### config.mk
export PLATFORM = sky130hd
export DESIGN_NAME = mul_div_unit_flat
export DESIGN_NICKNAME = d
export VERILOG_FILES = /design/src/rtl/mul_div_unit_if.sv /design/src/rtl/mul_div_unit.sv /design/src/flat_wrapper.sv
export SDC_FILE = /design/constraint.sdc
export NUM_CORES = 1
export LEC_CHECK = 0
export ABC_AREA = 1
export CAP_MARGIN = 10
export CORE_ASPECT_RATIO = 1.1
export CORE_MARGIN = 4
export CORE_UTILIZATION = 50
export DETAILED_ROUTE_END_ITERATION = 10
export GPL_TIMING_DRIVEN = 0
export HOLD_SLACK_MARGIN = 0.15
export PLACE_DENSITY = 0.7
export REMOVE_ABC_BUFFERS = 1
export SYNTH_ARGS = -nofsm -noshare
export SYNTH_HDL_FRONTEND = slang
export SYNTH_SLANG_ARGS = --single-unit
### constraint.sdc
create_clock -name CLK -period 4.49 [get_ports CLK]
set_input_delay 0.898 -clock CLK [delete_from_list [all_inputs] [get_ports CLK]]
set_output_delay 0.898 -clock CLK [all_outputs]
set_load 0.01 [all_outputs]
### src/rtl/mul_div_unit_if.sv
// Request/response bundle between the RV32M decoder and the mul/div engine.
// Ports: Start, MCycleOp, Operand1, Operand2 (decoder->unit); Result1, Result2, Busy, Done (unit->decoder).
interface mul_div_unit_if #(
    parameter int WIDTH = 32
);
    logic             Start;
    logic [1:0]       MCycleOp;
    logic [WIDTH-1:0] Operand1;
    logic [WIDTH-1:0] Operand2;
    logic [WIDTH-1:0] Result1;
    logic [WIDTH-1:0] Result2;
    logic             Busy;
    logic             Done;

    modport master (
        output Start, MCycleOp, Operand1, Operand2,
        input  Result1, Result2, Busy, Done
    );

    modport slave (
        input  Start, MCycleOp, Operand1, Operand2,
        output Result1, Result2, Busy, Done
    );
endinterface

### src/rtl/mul_div_unit.sv
// Iterative RV32M multiply/divide engine: one product or quotient bit per cycle.
// Ports: CLK, RESETn (async active-low), bus (slave side of mul_div_unit_if).
module mul_div_unit #(
    parameter int WIDTH = 32
) (
    input logic           CLK,
    input logic           RESETn,
    mul_div_unit_if.slave bus
);
    localparam int CW = $clog2(WIDTH);

    typedef enum logic [1:0] {
        IDLE,
        COMPUTE,
        DONE
    } state_t;

    state_t           state;
    logic [CW-1:0]    count;
    logic [2*WIDTH:0] acc;
    logic [WIDTH-1:0] b_reg;
    logic             is_div;
    logic             neg_res;
    logic             neg_rem;
    logic             div_zero;
    logic [WIDTH-1:0] res1;
    logic [WIDTH-1:0] res2;
    logic             busy;
    logic             done;

    // Operand magnitudes and sign flags at capture time.
    logic             signed_op;
    logic             a_neg;
    logic             b_neg;
    logic [WIDTH-1:0] a_mag;
    logic [WIDTH-1:0] b_mag;

    always_comb begin
        signed_op = ~bus.MCycleOp[0];
        a_neg     = signed_op & bus.Operand1[WIDTH-1];
        b_neg     = signed_op & bus.Operand2[WIDTH-1];
        a_mag     = a_neg ? -bus.Operand1 : bus.Operand1;
        b_mag     = b_neg ? -bus.Operand2 : bus.Operand2;
    end

    // One iteration of each algorithm.
    // Multiply: acc = {carry, high, multiplier}; add on LSB then shift right.
    // Divide:   acc = {partial remainder (W+1), dividend/quotient (W)}.
    logic [WIDTH:0]     add_term;
    logic [WIDTH:0]     sum;
    logic [2*WIDTH:0]   mul_next;
    logic [WIDTH:0]     shifted;
    logic [WIDTH+1:0]   diff;
    logic [2*WIDTH:0]   div_next;
    logic [2*WIDTH-1:0] prod;
    logic [2*WIDTH-1:0] prod_fix;
    logic [WIDTH-1:0]   quo;
    logic [WIDTH-1:0]   rem;
    logic [WIDTH-1:0]   quo_fix;
    logic [WIDTH-1:0]   rem_fix;

    always_comb begin
        add_term = acc[0] ? {1'b0, b_reg} : '0;
        sum      = acc[2*WIDTH:WIDTH] + add_term;
        mul_next = {1'b0, sum, acc[WIDTH-1:1]};

        shifted  = {acc[2*WIDTH-1:WIDTH], acc[WIDTH-1]};
        diff     = {1'b0, shifted} - {2'b00, b_reg};
        if (diff[WIDTH+1]) begin
            div_next = {shifted, acc[WIDTH-2:0], 1'b0};
        end else begin
            div_next = {diff[WIDTH:0], acc[WIDTH-2:0], 1'b1};
        end

        prod     = mul_next[2*WIDTH-1:0];
        prod_fix = neg_res ? -prod : prod;

        // Divide-by-zero naturally yields all-ones quotient and the dividend
        // as remainder; only the sign fixup of the quotient must be bypassed.
        // Signed overflow falls out of the magnitude arithmetic unaided.
        quo      = div_next[WIDTH-1:0];
        rem      = div_next[2*WIDTH-1:WIDTH];
        quo_fix  = div_zero ? '1 : (neg_res ? -quo : quo);
        rem_fix  = neg_rem ? -rem : rem;
    end

    always_ff @(posedge CLK or negedge RESETn) begin
        if (!RESETn) begin
            state    <= IDLE;
            count    <= '0;
            acc      <= '0;
            b_reg    <= '0;
            is_div   <= 1'b0;
            neg_res  <= 1'b0;
            neg_rem  <= 1'b0;
            div_zero <= 1'b0;
            res1     <= '0;
            res2     <= '0;
            busy     <= 1'b0;
            done     <= 1'b0;
        end else begin
            done <= 1'b0;
            unique case (state)
                IDLE: begin
                    if (bus.Start) begin
                        state    <= COMPUTE;
                        busy     <= 1'b1;
                        count    <= '0;
                        is_div   <= bus.MCycleOp[1];
                        neg_res  <= a_neg ^ b_neg;
                        neg_rem  <= a_neg;
                        div_zero <= bus.MCycleOp[1]
                                  & (bus.Operand2 == '0);
                        if (bus.MCycleOp[1]) begin
                            acc   <= {{(WIDTH+1){1'b0}}, a_mag};
                            b_reg <= b_mag;
                        end else begin
                            acc   <= {{(WIDTH+1){1'b0}}, b_mag};
                            b_reg <= a_mag;
                        end
                    end
                end
                COMPUTE: begin
                    acc   <= is_div ? div_next : mul_next;
                    count <= count + CW'(1);
                    if (count == CW'(WIDTH-1)) begin
                        state <= DONE;
                        busy  <= 1'b0;
                        done  <= 1'b1;
                        res1  <= is_div ? quo_fix
                                        : prod_fix[WIDTH-1:0];
                        res2  <= is_div ? rem_fix
                                        : prod_fix[2*WIDTH-1:WIDTH];
                    end
                end
                DONE: begin
                    state <= IDLE;
                end
                default: begin
                    state <= IDLE;
                end
            endcase
        end
    end

    assign bus.Result1 = res1;
    assign bus.Result2 = res2;
    assign bus.Busy    = busy;
    assign bus.Done    = done;
endmodule
### src/flat_wrapper.sv
// flat-port wrapper written by rule: the top's interface ports become plain ports
module mul_div_unit_flat 
#(
    parameter int WIDTH = 32
)
  (CLK, RESETn, bus_Start, bus_MCycleOp, bus_Operand1, bus_Operand2, bus_Result1, bus_Result2, bus_Busy, bus_Done);
  mul_div_unit_if #(.WIDTH(WIDTH)) bus_i ();
  input logic CLK;
  input logic RESETn;
  input wire logic [$bits(bus_i.Start)-1:0] bus_Start;
  input wire logic [$bits(bus_i.MCycleOp)-1:0] bus_MCycleOp;
  input wire logic [$bits(bus_i.Operand1)-1:0] bus_Operand1;
  input wire logic [$bits(bus_i.Operand2)-1:0] bus_Operand2;
  output wire logic [$bits(bus_i.Result1)-1:0] bus_Result1;
  output wire logic [$bits(bus_i.Result2)-1:0] bus_Result2;
  output wire logic [$bits(bus_i.Busy)-1:0] bus_Busy;
  output wire logic [$bits(bus_i.Done)-1:0] bus_Done;
  assign bus_i.Start = bus_Start;
  assign bus_i.MCycleOp = bus_MCycleOp;
  assign bus_i.Operand1 = bus_Operand1;
  assign bus_i.Operand2 = bus_Operand2;
  assign bus_Result1 = bus_i.Result1;
  assign bus_Result2 = bus_i.Result2;
  assign bus_Busy = bus_i.Busy;
  assign bus_Done = bus_i.Done;
  mul_div_unit #(.WIDTH(WIDTH)) u_core (.CLK(CLK), .RESETn(RESETn), .bus(bus_i));
endmodule
Word-level counts from Yosys, hierarchy flattened --
Index checks and enable logic that the tools add are counted.
Word-level totals: output and inout bits 66, logic and storage cells 62, input port bits 69, register bits after elaboration 174
Cells by class: bitwise logic cells 5, mux-type cells 25, $add $sub $neg 8, reductions and logical operators 8, eq/ne operators 4
Operators with widths (count):
- $mux W32 | 10
- $mux W65 | 3
- $pmux W65 S2 | 1
- $neg A32 Y32 | 4
- $mux W64 | 1
- $neg A64 Y64 | 1
- $sub A33 B32 Y34 | 1
- $add A33 B33 Y33 | 1
- $logic_not A32 Y1 | 1
- $pmux W5 S2 | 1
- $reduce_and A2 Y1 | 4
- $add A5 B1 Y5 const B | 1
- $eq A5 B5 Y1 const B | 1
- $mux W5 | 1
- $mux W1 | 4
- $mux W2 | 2
- $pmux W2 S2 | 1
- $and A1 B1 Y1 | 3
- $reduce_and A3 Y1 | 1
- $eq A2 B1 Y1 const B | 1
- $logic_not A2 Y1 | 1
- $ne A2 B1 Y1 const B | 1
- $ne A2 B2 Y1 const B | 1
- $pmux W1 S2 | 1
- other kinds (3) | 3

Longest topological paths before layout --
Gate-level depths: netlist of run 1.
word-level depth 6, depth in mapped cells 27, mapped depth without buffers 27

Least setup slack after synthesis of run 1 --
No wires, ideal clock.
kind reg-to-reg, start reg u_core.acc[0], end reg u_core.res2[17], in the netlist u_core.bus.Result2[17], period minus slack after synthesis 3.213 ns, cell stages (with the launch flop) 22, path buffers 2, library setup time 0.123 ns, arrival time 3.090 ns, slack 1.277 ns, cell sequence dfrtp_1 -> clkbuf_1 -> clkbuf_1 -> nand2_1 -> inv_1 -> ha_1 -> fa_1 -> nand3_1 -> nand3_1 -> a21oi_2 -> o21ai_1 -> nand2_1 -> inv_1 -> nor2_1 -> inv_1 -> nand2_1 -> nor2_1 -> nand2_1 -> o21ai_1 -> or2_2 -> a31oi_1 -> a21oi_1
On the way: longest elaborated chain between the ends 5
RTL lines:
- from (decl) | RTL line mul_div_unit.sv:20 | logic [2*WIDTH:0] acc;
- from (signal assigned) | RTL line mul_div_unit.sv:115 | acc <= {{(WIDTH+1){1'b0}}, a_mag};
- from (signal assigned) | RTL line mul_div_unit.sv:118 | acc <= {{(WIDTH+1){1'b0}}, b_mag};
- from (signal assigned) | RTL line mul_div_unit.sv:124 | acc <= is_div ? div_next : mul_next;
- $mux W32 * | RTL line mul_div_unit.sv:63 | add_term = acc[0] ? {1'b0, b_reg} : '0;
- $add A33 B33 Y33 * | RTL line mul_div_unit.sv:64 | sum = acc[2*WIDTH:WIDTH] + add_term;
- $neg A64 Y64 | RTL line mul_div_unit.sv:76 | prod_fix = neg_res ? -prod : prod;
- $mux W64 * | RTL line mul_div_unit.sv:76
- $mux W32 * | RTL line mul_div_unit.sv:132 | res2 <= is_div ? rem_fix
- to (signal assigned) | RTL line mul_div_unit.sv:132
- to (decl) | RTL line mul_div_unit.sv:27 | logic [WIDTH-1:0] res2;
Every way passes the cells marked *; elsewhere a longest branch is shown, timed or not. A chain may end at the register's enable or synchronous reset.

Worst setup path after layout of run 1 --
start reg u_core.b_reg[19], end reg u_core.res2[30], in the netlist u_core.bus.Result2[30]
On the way: longest elaborated chain between the ends 5, elaborated cells between the ends (all ways) 9, classes of those cells add/sub (4); mux (5)
RTL lines:
- from (decl) | RTL line mul_div_unit.sv:21 | logic [WIDTH-1:0] b_reg;
- from (signal assigned) | RTL line mul_div_unit.sv:116 | b_reg <= b_mag;
- from (signal assigned) | RTL line mul_div_unit.sv:119 | b_reg <= a_mag;
- $mux W32 or $sub A33 B32 Y34 (tied branches) | RTL line mul_div_unit.sv:63, mul_div_unit.sv:68
- $add A33 B33 Y33 or $mux W65 (tied branches) | RTL line mul_div_unit.sv:64, mul_div_unit.sv:69
- $neg A64 Y64 or $neg A32 Y32 (tied branches) | RTL line mul_div_unit.sv:76, mul_div_unit.sv:84
- $mux W64 or $mux W32 (tied branches) | RTL line mul_div_unit.sv:76, mul_div_unit.sv:84
- $mux W32 * | RTL line mul_div_unit.sv:132
Marked as above.

==> results of run 1 <==
## how the worst max path moves through the flow
| stage | startpoint | to | slack (ns) |
|---|---|---|---|
| after detailed placement | bus_MCycleOp[1] | u_core.div_zero | -0.37 |
| after global routing | u_core.acc[0] | u_core.bus.Result2[22] | 0.09 |
| final | u_core.b_reg[19] | u_core.bus.Result2[30] | 0.40 |
| after global placement | u_core.state[1] | u_core.acc[50] | -5.32 |
| after CTS | u_core.b_reg[15] | u_core.bus.Result2[22] | 0.06 |
| after floorplan | u_core.state[1] | u_core.acc[49] | -0.95 |
## cells by family (layout without fill, tap and decap cells)
kind of cell / after synthesis / in the layout / share of synthesized area
adders and majority gates: 73 / 73 / 0.0500
xor gates and xnor gates: 114 / 114 / 0.0538
DFF: 174 / 174 / 0.235
buffers and inverters: 574 / 640 / 0.119
and+or+nand+nor: 1542 / 1542 / 0.349
AOI/OAI and AO/OA: 568 / 568 / 0.193
## through the flow
step | std cells | instance area, µm² | setup TNS [ns] | setup WS (ns) | hold WS (ns)
after floorplan | 2930 | 18100 | -43.15 | -0.951 | 0.472
after global placement | 3551 | 20000 | -1322.14 | -5.32 | 0.465
after detailed placement | 3563 | 20300 | -10.64 | -0.372 | 0.462
after CTS | 3595 | 20900 | 0 | 0.0583 | 0.432
after global routing | 3598 | 20900 | 0 | 0.0937 | 0.455
final | 3598 | 20900 | 0 | 0.396 | 0.380
## cell usage after synthesis, types with 9 or more instances
cell,n,area (µm²)
o21bai_1,10,75.1
or2_2,17,106
ha_1,71,888
xor2_1,75,657
o221ai_1,28,245
o21a_1,14,105
buf_2,10,50.1
nand3_1,174,871
nor2_2,17,106
buf_1,13,48.8
nor3_1,52,260
o22ai_1,11,68.8
nand2_1,860,3230
o211ai_1,40,300
nor2_1,328,1230
xnor2_1,39,342
nand2_2,20,125
inv_2,9,33.8
o21ai_1,17,85.1
o21ai_0,173,866
dfrtp_1,174,4350
clkbuf_1,85,319
nand4_1,33,206
nor4_1,9,56.3
nand3b_1,11,82.6
a2bb2oi_1,10,87.6
a31oi_1,34,213
a22oi_1,40,300
a21oi_1,120,601
inv_1,447,1680
## layer usage
| layer | global-route usage | vias up |
|---|---|---|
| met2 | 0.591 | 907 |
| met1 | 0.441 | 9711 |
| met5 | 0 | - |
| met3 | 0.0464 | 236 |
| met4 | 0.208 | 2 |
| li1 | - | 10000 |
## area by class of cell
cell class | count | share of cell area
Multi-Input combinational cell | 2297 | 0.575
Inverter | 459 | 0.0823
Clock buffer | 17 | 0.0203
Timing Repair Buffer | 149 | 0.0771
Sequential cell | 174 | 0.208
Tap cell | 487 | 0.0291
Clock inverter | 15 | 0.00837
==> results.json, run 1 <==
{
  "clk_pin_slew_ns": 0.09,
  "final-setup-viol-count": 0,
  "outcome": "complete, no violations",
  "firstDrtPassIters": 5,
  "n_fill_cell": 3721,
  "ys_seq_area_frac": 0.235,
  "slew_viol_final": 0,
  "multi_input_area_mm2": 0.0120,
  "crit_path_max_fanout": 49,
  "setup.worst_path.class": "flop to flop",
  "finalCoreUtilization": 0.575,
  "gr-total-overflow": 0,
  "hold_buffers": 0,
  "worst_pin_slew_ns": 1.13,
  "rsz0062_at_grt": "no",
  "synth_edf_count": 0,
  "max_slew_margin": 0.243,
  "cts_tree": "yes",
  "crit_arrival_ns": 4.49,
  "cpLargestDelayFamily": "simple AND/OR/NAND/NOR gates",
  "ios": 135,
  "gr-usage-all-layers": 0.355,
  "clkLatencyLatePin_ns": 0.47,
  "root_buffer": "clkbuf_16",
  "hold_viol_final": 0,
  "period_share": 0.912,
  "die_w_um": 192,
  "grt_pass1_wl_um": 110000,
  "register_area_mm2": 0.00436,
  "synth-seq-cells": 174,
  "start_util": 0.509,
  "post_cts_buffers": 0,
  "r2r-start": "u_core.b_reg[19]",
  "gp_congestion": 1.03,
  "synth_area_mm2": 0.0186,
  "cp_common_cell": "nand2_1",
  "worstPathRequired_ns": 4.89,
  "dpl.hpwl_um": 57600,
  "num_antenna_cells": 0,
  "fin_skew_ns": 0.0157,
  "synthDistinctLibCells": 64,
  "layout-drive-gt1-share": 0.0498,
  "ys_warn_count": 0,
  "largest_register_ffs": 65,
  "h-tree-depth": 4,
  "nets": 3240,
  "m1WireLength_um": 29000,
  "grt_max_degree": 94,
  "synthArstFlopShare": 1.00,
  "routed.top_layer": "met5",
  "drt-initial-drc-count": 1920,
  "wl_met2_um": 34400,
  "drc": 0,
  "layout_commonest_cell": "nand2_1",
  "drt-total-wl_um": 73000,
  "cp.depth": 21,
  "worstPathCellList": "inv_1 > ha_1 > nand2_1 > inv_1 > a21oi_1 > o21ai_2 > a21oi_4 > nand2_8 > nand2_1 > nand2_1 > nor2_1 > nand2_1 > nor2_1 > nand2_1 > nand2_1 > nand2_1 > nand2_1 > nand3_1 > nand2_1 > nand2_1 > nand2_1",
  "avgRoutedWirePerCell_um": 20.3,
  "cts_buffers": 17,
  "synthToLayoutAreaGrowth_pct": 12.8,
  "synthCells": 3045,
  "max_cap_violations": 0,
  "finalCriticalPeriod_ns": 4.09,
  "grt_pass1_vias": 19600,
  "avgViaCountPerCell": 5.80,
  "syn-mean-instance-area_um2": 6.09,
  "antenna_found_initial": 1,
  "core_mm2": 0.0364,
  "met3_length_um": 4480,
  "timing.rr.end": "u_core.bus.Result2[30]",
  "rows": 73,
  "ctsResizeCount": 0,
  "synth-main-ff-cell": "dfrtp_1",
  "die-area_mm2": 0.0403,
  "critPathSlowestCell": "dfrtp_1",
  "antenna_left": 0,
  "rrSetupSlack_ns": 0.40,
  "timing.fmax_ghz": 0.244,
  "rr_worst_depth": 21,
  "dieHeight_um": 210,
  "vias": 20900,
  "clockBufferDepth": 2,
  "hold_path_class": "input pin to async pin",
  "start_kind": "flop",
  "end_kind": "flop",
  "cts.sinks": 174,
  "largest_register": "u_core.acc",
  "io_buffers": 134,
  "final_cell_mix": "nand2_1, inv_1, nor2_1",
  "max_stage_delay_ns": 0.54,
  "path_buf_inv": 2
}
Power of run 1 is not shown: default switching activity piles up to over one toggle a cycle in this logic, so the estimate is an artifact.
==> run 2, diff against run 1 <==
- CTS_CLUSTER_SIZE: unset -> 12
==> results of run 2 <==
Final layout, timing and power as in run 1 (identical DEF).
Power of run 2 is left out for the same reason.
